$ cat src/rtl/vga_fb_pkg.sv
// Shared types and default geometry for the frame-buffer port scheduler.
package vga_fb_pkg;

  // Default memory geometry: 640x480 frame of words, 8-word bursts,
  // 22-bit word address whose MSB selects the frame bank.
  localparam int DEF_ADDR_W      = 22;
  localparam int DEF_BURST       = 8;
  localparam int DEF_FRAME_WORDS = 307200;

  // Scheduler FSM states
  //   IDLE | arbitrate; on a winner latch the command
  //   CMD  | command presented, waiting for memory controller accept
  //   BUSY | burst in flight, waiting for burst-done pulse
  typedef enum logic [1:0] {
    IDLE = 2'd0,
    CMD  = 2'd1,
    BUSY = 2'd2
  } fsm_state_e;

  // Offset counter width for a frame of the given word count.
  function automatic int off_width(input int words);
    return (words > 1) ? $clog2(words) : 1;
  endfunction

endpackage

$ cat src/rtl/vga_fb_addr_cnt.sv
// Frame offset counter: advances by STEP, wraps to zero at LIMIT,
// synchronous clear has priority over the step.
module vga_fb_addr_cnt #(
  parameter int WIDTH = 19,
  parameter int LIMIT = 307200,
  parameter int STEP  = 8
) (
  input  logic             clk_i,
  input  logic             rst_i,
  input  logic             clr_i,
  input  logic             step_i,
  output logic [WIDTH-1:0] off_o,
  output logic             wrap_o
);

  localparam logic [WIDTH-1:0] LAST   = WIDTH'(LIMIT - STEP);
  localparam logic [WIDTH-1:0] STEP_W = WIDTH'(STEP);

  logic [WIDTH-1:0] off_q, off_d;

  // wrap flags the step that takes the counter from the last burst back to 0
  assign wrap_o = step_i & (off_q == LAST);
  assign off_o  = off_q;

  // next offset: clear wins, otherwise step with wrap at LIMIT
  always_comb begin
    off_d = off_q;
    if (clr_i) begin
      off_d = '0;
    end else if (step_i) begin
      off_d = (off_q == LAST) ? '0 : off_q + STEP_W;
    end
  end

  // offset register
  always_ff @(posedge clk_i) begin
    if (rst_i) off_q <= '0;
    else       off_q <= off_d;
  end

endmodule

$ cat src/rtl/vga_fb_scheduler.sv
// Arbitrates the single frame-buffer port between camera writes and VGA
// line-prefetch reads, issuing fixed-length bursts, and swaps the
// double-buffered frame banks only on a VGA frame boundary.
module vga_fb_scheduler
  import vga_fb_pkg::*;
#(
  parameter int ADDR_W      = DEF_ADDR_W,
  parameter int BURST       = DEF_BURST,
  parameter int FRAME_WORDS = DEF_FRAME_WORDS
) (
  input  logic              iCLK,
  input  logic              iRST,
  input  logic              iRd_Req,
  input  logic              iRd_Urgent,
  input  logic              iWr_Req,
  input  logic              iVga_FrameDone,
  input  logic              iCam_FrameDone,
  output logic              oCmd_Valid,
  output logic              oCmd_Write,
  output logic [ADDR_W-1:0] oCmd_Addr,
  input  logic              iCmd_Ready,
  input  logic              iBurst_Done,
  output logic              oRd_Grant,
  output logic              oWr_Grant,
  output logic              oRd_Bank,
  output logic              oWr_Stall
);

  localparam int OFF_W = off_width(FRAME_WORDS);

  fsm_state_e        state_q;
  logic              cmd_valid_q;
  logic              cmd_write_q;
  logic [ADDR_W-1:0] cmd_addr_q;
  logic              last_wr_q;

  logic              rd_bank_q;
  logic              wr_bank_q;
  logic              swap_pending_q;
  logic              vga_edge_q;

  logic [OFF_W-1:0]  rd_off;
  logic [OFF_W-1:0]  wr_off;
  logic              rd_wrap;
  logic              wr_wrap;
  logic              unused_wrap;

  logic              elig_rd;
  logic              elig_wr;
  logic              pick_rd;
  logic              pick_wr;
  logic              accept;
  logic              rd_grant;
  logic              wr_grant;
  logic              swap;
  logic              rd_bank_next;
  logic [ADDR_W-1:0] rd_addr;
  logic [ADDR_W-1:0] wr_addr;

  // The wrap flags are informational; offsets wrap inside the counters.
  assign unused_wrap = rd_wrap ^ wr_wrap;

  assign elig_rd = iRd_Req;
  assign elig_wr = iWr_Req & ~swap_pending_q;

  assign accept   = (state_q == CMD) & iCmd_Ready;
  assign rd_grant = accept & ~cmd_write_q;
  assign wr_grant = accept &  cmd_write_q;

  assign swap = swap_pending_q & (state_q == IDLE) & vga_edge_q;

  // A read latched in the swap cycle must already target the new display bank.
  assign rd_bank_next = swap ? wr_bank_q : rd_bank_q;
  assign rd_addr      = {rd_bank_next, (ADDR_W-1)'(rd_off)};
  assign wr_addr      = {wr_bank_q,    (ADDR_W-1)'(wr_off)};

  // Priority: urgent read, then round-robin on a tie, then whichever is alone.
  always_comb begin
    pick_rd = 1'b0;
    pick_wr = 1'b0;
    if (elig_rd && iRd_Urgent) begin
      pick_rd = 1'b1;
    end else if (elig_rd && elig_wr) begin
      if (last_wr_q) pick_rd = 1'b1;
      else           pick_wr = 1'b1;
    end else if (elig_wr) begin
      pick_wr = 1'b1;
    end else if (elig_rd) begin
      pick_rd = 1'b1;
    end
  end

  vga_fb_addr_cnt #(
    .WIDTH (OFF_W),
    .LIMIT (FRAME_WORDS),
    .STEP  (BURST)
  ) u_rd_cnt (
    .clk_i  (iCLK),
    .rst_i  (iRST),
    .clr_i  (iVga_FrameDone),
    .step_i (rd_grant),
    .off_o  (rd_off),
    .wrap_o (rd_wrap)
  );

  vga_fb_addr_cnt #(
    .WIDTH (OFF_W),
    .LIMIT (FRAME_WORDS),
    .STEP  (BURST)
  ) u_wr_cnt (
    .clk_i  (iCLK),
    .rst_i  (iRST),
    .clr_i  (iCam_FrameDone),
    .step_i (wr_grant),
    .off_o  (wr_off),
    .wrap_o (wr_wrap)
  );

  // Command FSM with registered command outputs; last_wr_q starts at 1 so
  // the first tie goes to the read side.
  always_ff @(posedge iCLK) begin
    if (iRST) begin
      state_q     <= IDLE;
      cmd_valid_q <= 1'b0;
      cmd_write_q <= 1'b0;
      cmd_addr_q  <= '0;
      last_wr_q   <= 1'b1;
    end else begin
      case (state_q)
        IDLE: begin
          if (pick_rd || pick_wr) begin
            state_q     <= CMD;
            cmd_valid_q <= 1'b1;
            cmd_write_q <= pick_wr;
            cmd_addr_q  <= pick_wr ? wr_addr : rd_addr;
          end
        end
        CMD: begin
          if (iCmd_Ready) begin
            state_q     <= BUSY;
            cmd_valid_q <= 1'b0;
            last_wr_q   <= cmd_write_q;
          end
        end
        BUSY: begin
          if (iBurst_Done) state_q <= IDLE;
        end
        default: begin
          state_q     <= IDLE;
          cmd_valid_q <= 1'b0;
        end
      endcase
    end
  end

  // Bank ownership and swap handshake. A VGA frame-done only counts once a
  // camera frame is complete, so a coincident pair waits one more VGA frame.
  always_ff @(posedge iCLK) begin
    if (iRST) begin
      rd_bank_q      <= 1'b0;
      wr_bank_q      <= 1'b1;
      swap_pending_q <= 1'b0;
      vga_edge_q     <= 1'b0;
    end else begin
      if (swap) begin
        rd_bank_q <= wr_bank_q;
        wr_bank_q <= ~wr_bank_q;
      end

      if (iCam_FrameDone)  swap_pending_q <= 1'b1;
      else if (swap)       swap_pending_q <= 1'b0;

      if (!swap_pending_q || swap) vga_edge_q <= 1'b0;
      else if (iVga_FrameDone)     vga_edge_q <= 1'b1;
    end
  end

  assign oCmd_Valid = cmd_valid_q;
  assign oCmd_Write = cmd_write_q;
  assign oCmd_Addr  = cmd_addr_q;
  assign oRd_Grant  = rd_grant;
  assign oWr_Grant  = wr_grant;
  assign oRd_Bank   = rd_bank_q;
  assign oWr_Stall  = swap_pending_q;

endmodule

$ cat config.mk
export PLATFORM = sky130hd
export DESIGN_NAME = vga_fb_scheduler
export DESIGN_NICKNAME = d
export VERILOG_FILES = /design/src/rtl/vga_fb_pkg.sv /design/src/rtl/vga_fb_addr_cnt.sv /design/src/rtl/vga_fb_scheduler.sv
export SDC_FILE = /design/constraint.sdc
export NUM_CORES = 1
export LEC_CHECK = 0
export CORE_ASPECT_RATIO = 1.4
export CORE_MARGIN = 1
export CORE_UTILIZATION = 50
export DETAILED_ROUTE_END_ITERATION = 7
export GPL_TIMING_DRIVEN = 0
export PLACE_DENSITY_LB_ADDON = 0.3
export SETUP_SLACK_MARGIN = 0.02
export SYNTH_ARGS = -nofsm -noshare
export SYNTH_HDL_FRONTEND = slang
export SYNTH_SLANG_ARGS = --single-unit
$ cat constraint.sdc
create_clock -name iCLK -period 3.75 [get_ports iCLK]
set_clock_uncertainty 0.1 [all_clocks]
set_input_delay 0.375 -clock iCLK [delete_from_list [all_inputs] [get_ports iCLK]]
set_output_delay 0.375 -clock iCLK [all_outputs]
set_load 0.01 [all_outputs]
==> flow_metrics.tcl, run 1 <==
set metrics [dict create \
    cts_tree "built" \
    finalCritPeriodShare_pct 77.5 \
    fin_cells 436 \
    wl_per_cell_um 14.4 \
    synth_common_cells "dfxtp_1 (58), nand2_1 (52), nor2_1 (44)" \
    path_delay_family "buffers and inverters" \
    fin_nets 376 \
    status "finished, final reports clean" \
    grt_use_total_pct 24.4 \
    seqCellArea_sq_mm 0.00116 \
    p_leak_nw 1.13 \
    pin_count 37 \
    start_util_pct 51.8 \
    cts_num_sinks 58 \
    layout_min_cycle_time_ns 2.91 \
    hold_viol_final 0 \
    multiInputGateArea_sq_mm 0.00140 \
    num_rows 31 \
    hold_class "reg -> reg" \
    power_frac_comb_pct 10.5 \
    ant_nets 0 \
    tightestPinTransition_ns 0.677 \
    place_area_sq_mm 0.00308 \
    ff2ff_setup_slack_ns 1.40 \
    synth_cell_types 49 \
    cts_buffers 9 \
    dieHeight_um 88.5 \
    synthFlopType "dfxtp_1" \
    post_cts_buffers 0 \
    fmax_mhz 344 \
    whs_ns 0.382 \
    crit_cells 5 \
    route.detailed.drc 0 \
    num_vias 2400 \
    cts_max_path_buffers 2 \
    synth_seq_cells 58 \
    synth.most_common_cell "dfxtp_1" \
    routabilityCongestion 0.845 \
    async_flop_share_pct 0 \
    cts-resized-gates 0 \
    worstPathCellList "clkdlybuf4s50_1 -> nand4bb_1 -> inv_1 -> clkbuf_1 -> clkdlybuf4s50_1" \
    maxCapViolCount 0 \
    p_switching_mw 0.349 \
    powerDensity_mw_per_mm2 463 \
    yosysWarnings 0 \
    path_max_fanout 10 \
    die_area_sq_mm 0.00564 \
    p_clk_share_pct 46.8 \
    drive_gt1_share_pct 8.11 \
    grt_max_degree 11 \
    final_area_sq_mm 0.00333 \
    syn-cell-area_sq_mm 0.00267 \
    synthToLayoutAreaGrowth_pct 24.7 \
    ys_seq_area_share_pct 43.5 \
    hold_depth 2 \
    antenna_found_initial 0 \
    drt_pass1_iterations 4 \
    h-tree-depth 3 \
    irDropWorstVdd_v 0.000275 \
    viasPerCell 5.50 \
    grt_overflow 0 \
    start_kind "input port" \
    post_synth.cell_area_avg_sq_um 8.37 \
    power.share.sequential_pct 42.8 \
    reg2reg_depth 5 \
    yosysTopAreaCell "dfxtp_1" \
    antenna_cells 0 \
    dp_slack_ns 0.863 \
    clock_latency_ns 0.34 \
    n_fill_cell 439 \
    crit_type "in -> out" \
    crit_required_ns 3.27 \
    clkTransAtPathRegs_ns 0.07 \
    yosys.area.top_type_share_pct 43.5 \
    fin_tns_setup_ns 0 \
    rsz0062_at_grt "false" \
    synth_edf_count 0 \
    swShare_pct 22.7 \
    grt_pass1_wl_um 10400 \
    critPathSlowestCell "clkdlybuf4s50_1" \
    routed_wl_um 6270 \
    drt-initial-drc-count 134 \
    max_stage_delay_ns 0.62 \
    timing.final.ws_setup_ns 0.843 \
    critPathArrivalTime_ns 2.43 \
    intPower_mw 1.19 \
    setup_violations 0 \
    die_w_um 63.8 \
    crit_top_cell "clkdlybuf4s50_1" \
    synthTopCellsByArea "dfxtp_1 (43%), nand2_1 (7.3%), nor2_1 (6.2%), a311oi_1 (5.2%), xnor2_1 (3.9%)" \
    core_region_area_sq_mm 0.00516 \
    ctsHoldBuffers 0 \
    dpl.hpwl_um 4630 \
    portBuffers 31 \
    crit_path_end_kind "output pin" \
    numPlacedInstances 420 \
    grt_pass1_vias 2299 \
    slew_headroom_pct 54.4 \
    synth_cells 319 \
    path_buf_inv 4 \
    slew_viol_final 0 \
    root_buffer "clkbuf_8" \
]
[cells by family after synthesis]
family | share of synthesized area [%]
DFF | 43.5
buffers and inverters | 4.59
adders and majority gates | 0.937
xor gates and xnor gates | 7.21
AOI/OAI and AO/OA | 12.2
muxes | 1.17
and+or+nand+nor | 30.3
other | 0.140
[cells in the final DEF, fill, tap and decap left out, types with 2 or more instances in the layout]
cell type / Yosys / final
nand3_1: 9 / 9
nor2_1: 44 / 44
xnor2_1: 12 / 12
buf_4: 6 / 6
o21ai_0: 8 / 8
and2_1: 2 / 2
inv_1: 4 / 4
dfxtp_1: 58 / 58
nand4_1: 11 / 11
ha_1: 2 / 2
mux2i_1: 2 / 2
nor2b_1: 3 / 3
nand2_1: 52 / 52
clkbuf_1: 13 / 13
and4_1: 5 / 5
conb_1: 1 / 5
xor2_1: 10 / 10
bufinv_16: 0 / 3
clkinv_2: 0 / 2
clkdlybuf4s50_1: 0 / 31
a21oi_1: 13 / 13
nand3b_1: 2 / 2
buf_2: 2 / 2
or3_1: 4 / 4
nor3_1: 8 / 8
or4_1: 3 / 3
clkbuf_8: 0 / 11
a311oi_1: 16 / 16
nor4_1: 5 / 5
[worst min-delay path: cells and delay by family (launching register included)]
family           cells  cell delay (ns)
flip-flops           1             0.32
AND/OR/NAND/NOR      1             0.06
AO/OA/AOI/OAI        1             0.06
[metal layers]
metal,GRT usage [%],wire [um]
met1,27.7,2730
met2,41.0,3150
met3,6.70,248
met4,14.3,144
met5,0,0
[sequential cells by signal, indices dropped and copies added (netlist names)]
signal          flops
u_wr_cnt.off_o     16
vga_edge_q          1
oCmd_Write          1
oWr_Stall           1
state_q             2
u_rd_cnt.off_o     16
last_wr_q           1
wr_bank_q           1
oCmd_Addr          17
oCmd_Valid          1
oRd_Bank            1
[stage by stage]
step	util (%)	total power, mW
3_5_place_dp	59.7	0.834
4_1_cts	64.6	1.55
5_1_grt	64.6	1.60
6_report	64.6	1.54
3_3_place_gp	59.7	0.831
2_1_floorplan	-	0.757
[power by group through the flow]
stage	Sequential (mW)	Clock, mW	Combinational, mW
2_1_floorplan	0.677	0	0.0795
3_3_place_gp	0.672	0	0.160
3_5_place_dp	0.673	0	0.161
4_1_cts	0.659	0.731	0.162
5_1_grt	0.661	0.759	0.177
6_report	0.660	0.721	0.161
[path summary, 6_finish.rpt]
path,endpoint,start
min reg2reg,oCmd_Valid,oCmd_Valid
max,oRd_Grant,iCmd_Ready
max reg2reg,u_rd_cnt.off_o[11],state_q[1]
min,oCmd_Valid,oCmd_Valid
[area by class of cell]
class / instances / area share (%)
multi-input combinational: 239 / 42.1
sequential: 58 / 34.9
tap: 66 / 2.48
inverter: 4 / 0.451
timing repair buffer: 31 / 9.32
clock buffer: 11 / 4.55
buffer: 22 / 3.23
clock inverter: 5 / 3.01
Power figures use the tool's default switching activity.
==> run 2: changes to the inputs <==
--- a/config.mk
+++ b/config.mk
@@ -7,7 +7,7 @@
 export LEC_CHECK = 0
 export CORE_ASPECT_RATIO = 1.4
 export CORE_MARGIN = 1
-export CORE_UTILIZATION = 50
+export CORE_UTILIZATION = 49
 export DETAILED_ROUTE_END_ITERATION = 7
 export GPL_TIMING_DRIVEN = 0
 export PLACE_DENSITY_LB_ADDON = 0.3
==> constraint.sdc (replaced) <==
create_clock -name iCLK -period 2.4 [get_ports iCLK]
set_clock_uncertainty 0.1 [all_clocks]
set_input_delay 0.24 -clock iCLK [delete_from_list [all_inputs] [get_ports iCLK]]
set_output_delay 0.24 -clock iCLK [all_outputs]
set_load 0.01 [all_outputs]
==> flow_metrics.tcl, run 2 (same netlist as run 1, synthesis figures left out) <==
set metrics [dict create \
    status "finished, final reports clean" \
    core_region_area_sq_mm 0.00520 \
    dpl.hpwl_um 4650 \
    setup_violations 0 \
    ant_nets 0 \
    critPathSlowestCell "clkdlybuf4s50_1" \
    path_buf_inv 3 \
    crit_top_cell "clkdlybuf4s50_1" \
    grt_max_degree 13 \
    cts_num_sinks 58 \
    fmax_mhz 442 \
    antenna_cells 0 \
    grt_pass1_wl_um 10400 \
    dp_slack_ns -0.256 \
    numPlacedInstances 420 \
    powerDensity_mw_per_mm2 671 \
    reg2reg_depth 5 \
    num_rows 31 \
    cts_buffers 9 \
    fin_cells 435 \
    root_buffer "clkbuf_8" \
    num_vias 2461 \
    crit_type "in -> out" \
    final_area_sq_mm 0.00329 \
    drt-initial-drc-count 159 \
    start_util_pct 51.4 \
    cts_tree "built" \
    start_kind "input port" \
    p_leak_nw 1.10 \
    pin_count 37 \
    synthToLayoutAreaGrowth_pct 23.2 \
    drt_pass1_iterations 4 \
    routed_wl_um 6500 \
    grt_use_total_pct 24.0 \
    clock_latency_ns 0.34 \
    largest_reg_flops 17 \
    finalCritPeriodShare_pct 94.2 \
    cts_max_path_buffers 2 \
    drive_gt1_share_pct 8.94 \
    slew_viol_final 0 \
    path_max_fanout 12 \
    hold_class "reg -> reg" \
    grt_overflow 0 \
    grt_pass1_vias 2340 \
    critPathArrivalTime_ns 1.92 \
    power_mw 2.21 \
    die_area_sq_mm 0.00576 \
    irDropWorstVdd_v 0.000363 \
    hold_viol_final 0 \
    crit_required_ns 2.06 \
    place_area_sq_mm 0.00308 \
    whs_ns 0.366 \
    wl_per_cell_um 14.9 \
    layout_min_cycle_time_ns 2.26 \
    max_stage_delay_ns 0.61 \
    portBuffers 31 \
    dieHeight_um 89.4 \
    h-tree-depth 3 \
    routabilityCongestion 0.832 \
    maxCapViolCount 0 \
    tightestPinTransition_ns 0.636 \
    worstPathCellList "clkdlybuf4s50_1 -> nand4bb_2 -> inv_2 -> clkdlybuf4s50_1" \
    layout_commonest_cell "dfxtp_1" \
    timing.final.ws_setup_ns 0.138 \
    path_delay_family "buffers and inverters" \
    route.detailed.drc 0 \
    crit_cells 4 \
    clkTransAtPathRegs_ns 0.07 \
    rsz0062_at_grt "false" \
    hold_depth 2 \
    crit_path_end_kind "output pin" \
    die_w_um 64.4 \
    fin_nets 375 \
    viasPerCell 5.66 \
    antenna_found_initial 0 \
    layout_common_cells "dfxtp_1 (58), nand2_1 (52), nor2_1 (44), clkdlybuf4s50_1 (31), a311oi_1 (16)" \
    slew_headroom_pct 57.2 \
]
## run 2: tightest hold or removal path: cells and delay by family, from the launching register on
| kind | cells | cell delay, ns |
|---|---|---|
| and+or+nand+nor | 1 | 0.05 |
| DFF | 1 | 0.31 |
| AOI/OAI and AO/OA | 1 | 0.06 |
## run 2: worst paths after layout
kind / start / endpoint / slack, ns
worst max-delay path: iCmd_Ready / oRd_Grant / 0.14
worst min-delay path: oCmd_Addr[21] / oCmd_Addr[21] / 0.37
worst max register to register: state_q[1] / u_rd_cnt.off_o[13] / 0.22
worst min register to register: oCmd_Addr[21] / oCmd_Addr[21] / 0.37
## run 2: area by class of cell
cell class,count,area [sq um]
Multi-Input combinational cell,239,1410
Clock inverter,5,52.6
Timing Repair Buffer,31,310
Tap cell,66,82.6
Clock buffer,11,151
Inverter,4,15.0
Sequential cell,58,1160
Fill cell,466,1910
Buffer,21,104
## run 2: what timing repair did
| action | in CTS | in global routing |
|---|---|---|
| hold buffers | 0 | 0 |
| buffers inserted | 0 | 0 |
| pin swaps | 0 | 0 |
| setup endpoints to repair | 1 | 11 |
| resized for setup | 1 | 2 |
## run 2: where the power goes
group / switching (mW) / internal [mW]
registers: 0.0274 / 1.00
clock network: 0.394 / 0.530
logic: 0.136 / 0.119
## run 2: metal layers
layer / part of all wire [%] / track usage [%] / vias to the layer above / routed length (um)
li1: - / - / 1213 / -
met1: 42 / 26.1 / 1149 / 2740
met2: 49 / 41.4 / 77 / 3200
met3: 4.0 / 5.74 / 22 / 262
met4: 4.5 / 16.2 / 0 / 290
met5: 0 / 0 / - / 0
## run 2: through the flow
stage / util (%) / setup TNS [ns]
6_report: 63.3 / 0
4_1_cts: 63.1 / 0
2_1_floorplan: - / 0
5_1_grt: 63.3 / 0
3_3_place_gp: 59.2 / -3.02
3_5_place_dp: 59.2 / -3.08
==> run 3: changes to the inputs <==
--- a/config.mk
+++ b/config.mk
@@ -5,9 +5,11 @@
 export SDC_FILE = /design/constraint.sdc
 export NUM_CORES = 1
 export LEC_CHECK = 0
+export CELL_PAD_IN_SITES_DETAIL_PLACEMENT = 2
+export CELL_PAD_IN_SITES_GLOBAL_PLACEMENT = 2
 export CORE_ASPECT_RATIO = 1.4
 export CORE_MARGIN = 1
-export CORE_UTILIZATION = 49
+export CORE_UTILIZATION = 29
 export DETAILED_ROUTE_END_ITERATION = 7
 export GPL_TIMING_DRIVEN = 0
 export PLACE_DENSITY_LB_ADDON = 0.3
==> constraint.sdc (replaced) <==
create_clock -name iCLK -period 2.4 [get_ports iCLK]
set_clock_uncertainty 0.1 [all_clocks]
set_input_delay 0.24 -clock iCLK [delete_from_list [all_inputs] [get_ports iCLK]]
set_output_delay 0.24 -clock iCLK [all_outputs]
set_load 0.1 [all_outputs]
==> flow_metrics.tcl, run 3 (same netlist as run 1, synthesis figures left out) <==
set metrics [dict create \
    status "finished, final reports clean" \
    viasPerCell 5.26 \
    start_kind "input port" \
    antenna_cells 0 \
    cts_max_path_buffers 2 \
    clkTransAtPathRegs_ns 0.05 \
    die_w_um 83.1 \
    final_area_sq_mm 0.00345 \
    maxCapViolCount 0 \
    drt-initial-drc-count 65 \
    fmax_mhz 441 \
    wl_per_cell_um 18.0 \
    route.detailed.drc 0 \
    pin_count 37 \
    ant_nets 0 \
    powerDensity_mw_per_mm2 830 \
    setup_violations 0 \
    fin_cells 476 \
    post_cts_buffers 0 \
    grt_max_degree 13 \
    cts_num_sinks 58 \
    irDropWorstVdd_v 0.000378 \
    ctsHoldBuffers 0 \
    grt_overflow 0 \
    drt_pass1_iterations 4 \
    dpl.hpwl_um 6320 \
    drive_gt1_share_pct 10.3 \
    layout_common_cells "dfxtp_1 (57), nand2_1 (52), nor2_1 (44), clkdlybuf4s50_1 (29), a311oi_1 (16)" \
    critPathArrivalTime_ns 2.36 \
    core_region_area_sq_mm 0.00898 \
    fin_util_pct 38.4 \
    die_area_sq_mm 0.00960 \
    synthToLayoutAreaGrowth_pct 29.1 \
    hold_class "reg -> reg" \
    dieHeight_um 116 \
    grt_use_total_pct 19.0 \
    path_max_fanout 9 \
    tightestPinTransition_ns 0.973 \
    slew_viol_final 0 \
    layout_commonest_cell "dfxtp_1" \
    critPathSlowestCell "clkdlybuf4s50_1" \
    place_area_sq_mm 0.00313 \
    portBuffers 31 \
    layout_min_cycle_time_ns 2.27 \
    num_vias 2505 \
    cts_tree "built" \
    finalCritPeriodShare_pct 94.5 \
    ff2ff_setup_slack_ns 0.23 \
    start_util_pct 29.8 \
    h-tree-depth 3 \
    crit_type "in -> reg" \
    routed_wl_um 8580 \
    root_buffer "clkbuf_16" \
    fin_nets 375 \
    crit_path_end_kind "register" \
    num_rows 41 \
    rsz0062_at_grt "false" \
    numPlacedInstances 461 \
    max_stage_delay_ns 0.64 \
    hold_viol_final 0 \
    routabilityCongestion 0.779 \
    cts_buffers 9 \
    grt_pass1_vias 2694 \
    largest_reg_flops 17 \
    antenna_found_initial 0 \
    clock_latency_ns 0.33 \
    crit_required_ns 2.49 \
    worstPathCellList "clkdlybuf4s50_1 -> nand4b_4 -> or4_1 -> buf_2 -> o21ai_2 -> nor2_1" \
    slew_headroom_pct 34.9 \
    grt_pass1_wl_um 14000 \
    n_fill_cell 1021 \
    p_leak_nw 1.16 \
]
[run 3: changes by cell type in the layout (fill, tap and decap cells not counted), moves of 2 or more]
| cell | change |
|---|---|
| clkbuf_1 | -2 |
| clkbuf_2 | +2 |
| clkbuf_16 | +9 |
| clkbuf_8 | -9 |
| clkdlybuf4s50_1 | -2 |
[run 3: path summary, 6_finish.rpt]
kind / startpoint / to / cells past startpoint
worst min-delay path: oCmd_Valid / oCmd_Valid / 2
worst max-delay path: iCmd_Ready / u_wr_cnt.off_o[9] / 6
worst max register to register: state_q[1] / u_wr_cnt.off_o[9] / 5
worst min register to register: oCmd_Valid / oCmd_Valid / 2
[run 3: critical path: cells and delay by family]
family	cells	cell delay, ns
AOI/OAI and AO/OA	1	0.41
buffers and inverters	2	0.83
and+or+nand+nor	3	0.87
[run 3: area by class of cell]
cell class	instances	area, sq um	area share (%)
multi-input combinational	239	1420	41.1
sequential	58	1160	33.7
timing repair buffer	31	309	8.96
clock buffer	11	253	7.33
tap	107	134	3.88
buffer	21	106	3.08
clock inverter	5	52.6	1.52
inverter	4	15.0	0.435
[run 3: per-stage QoR]
stage | setup TNS (ns) | hold slack, ns | setup slack (ns) | power [mW]
2_1_floorplan | 0 | 0.217 | 0.154 | 1.44
3_3_place_gp | -6.84 | 0.348 | -0.726 | 1.57
3_5_place_dp | -9.26 | 0.358 | -0.752 | 1.58
4_1_cts | 0 | 0.362 | 0.0585 | 2.89
5_1_grt | 0 | 0.388 | 0.0312 | 2.96
6_report | 0 | 0.359 | 0.132 | 2.86
[run 3: layer usage]
| layer | global-route usage [%] | wire, um | share of wire [%] |
|---|---|---|---|
| met5 | 0 | 0 | 0 |
| met4 | 8.97 | 155 | 1.8 |
| met3 | 2.56 | 125 | 1.5 |
| met1 | 21.1 | 3630 | 42 |
| met2 | 35.7 | 4670 | 54 |
[run 3: timing repair]
item,4_1_cts,5_1_grt
resized for setup,11,2
setup endpoints to repair,13,2
gates cloned,0,0
[run 3: report_power, final]
group	internal [mW]	leakage, nW	switching (mW)	total (mW)
clock	0.853	0.151	0.450	1.30
sequential	1.00	0.472	0.0311	1.03
combinational	0.119	0.536	0.406	0.525
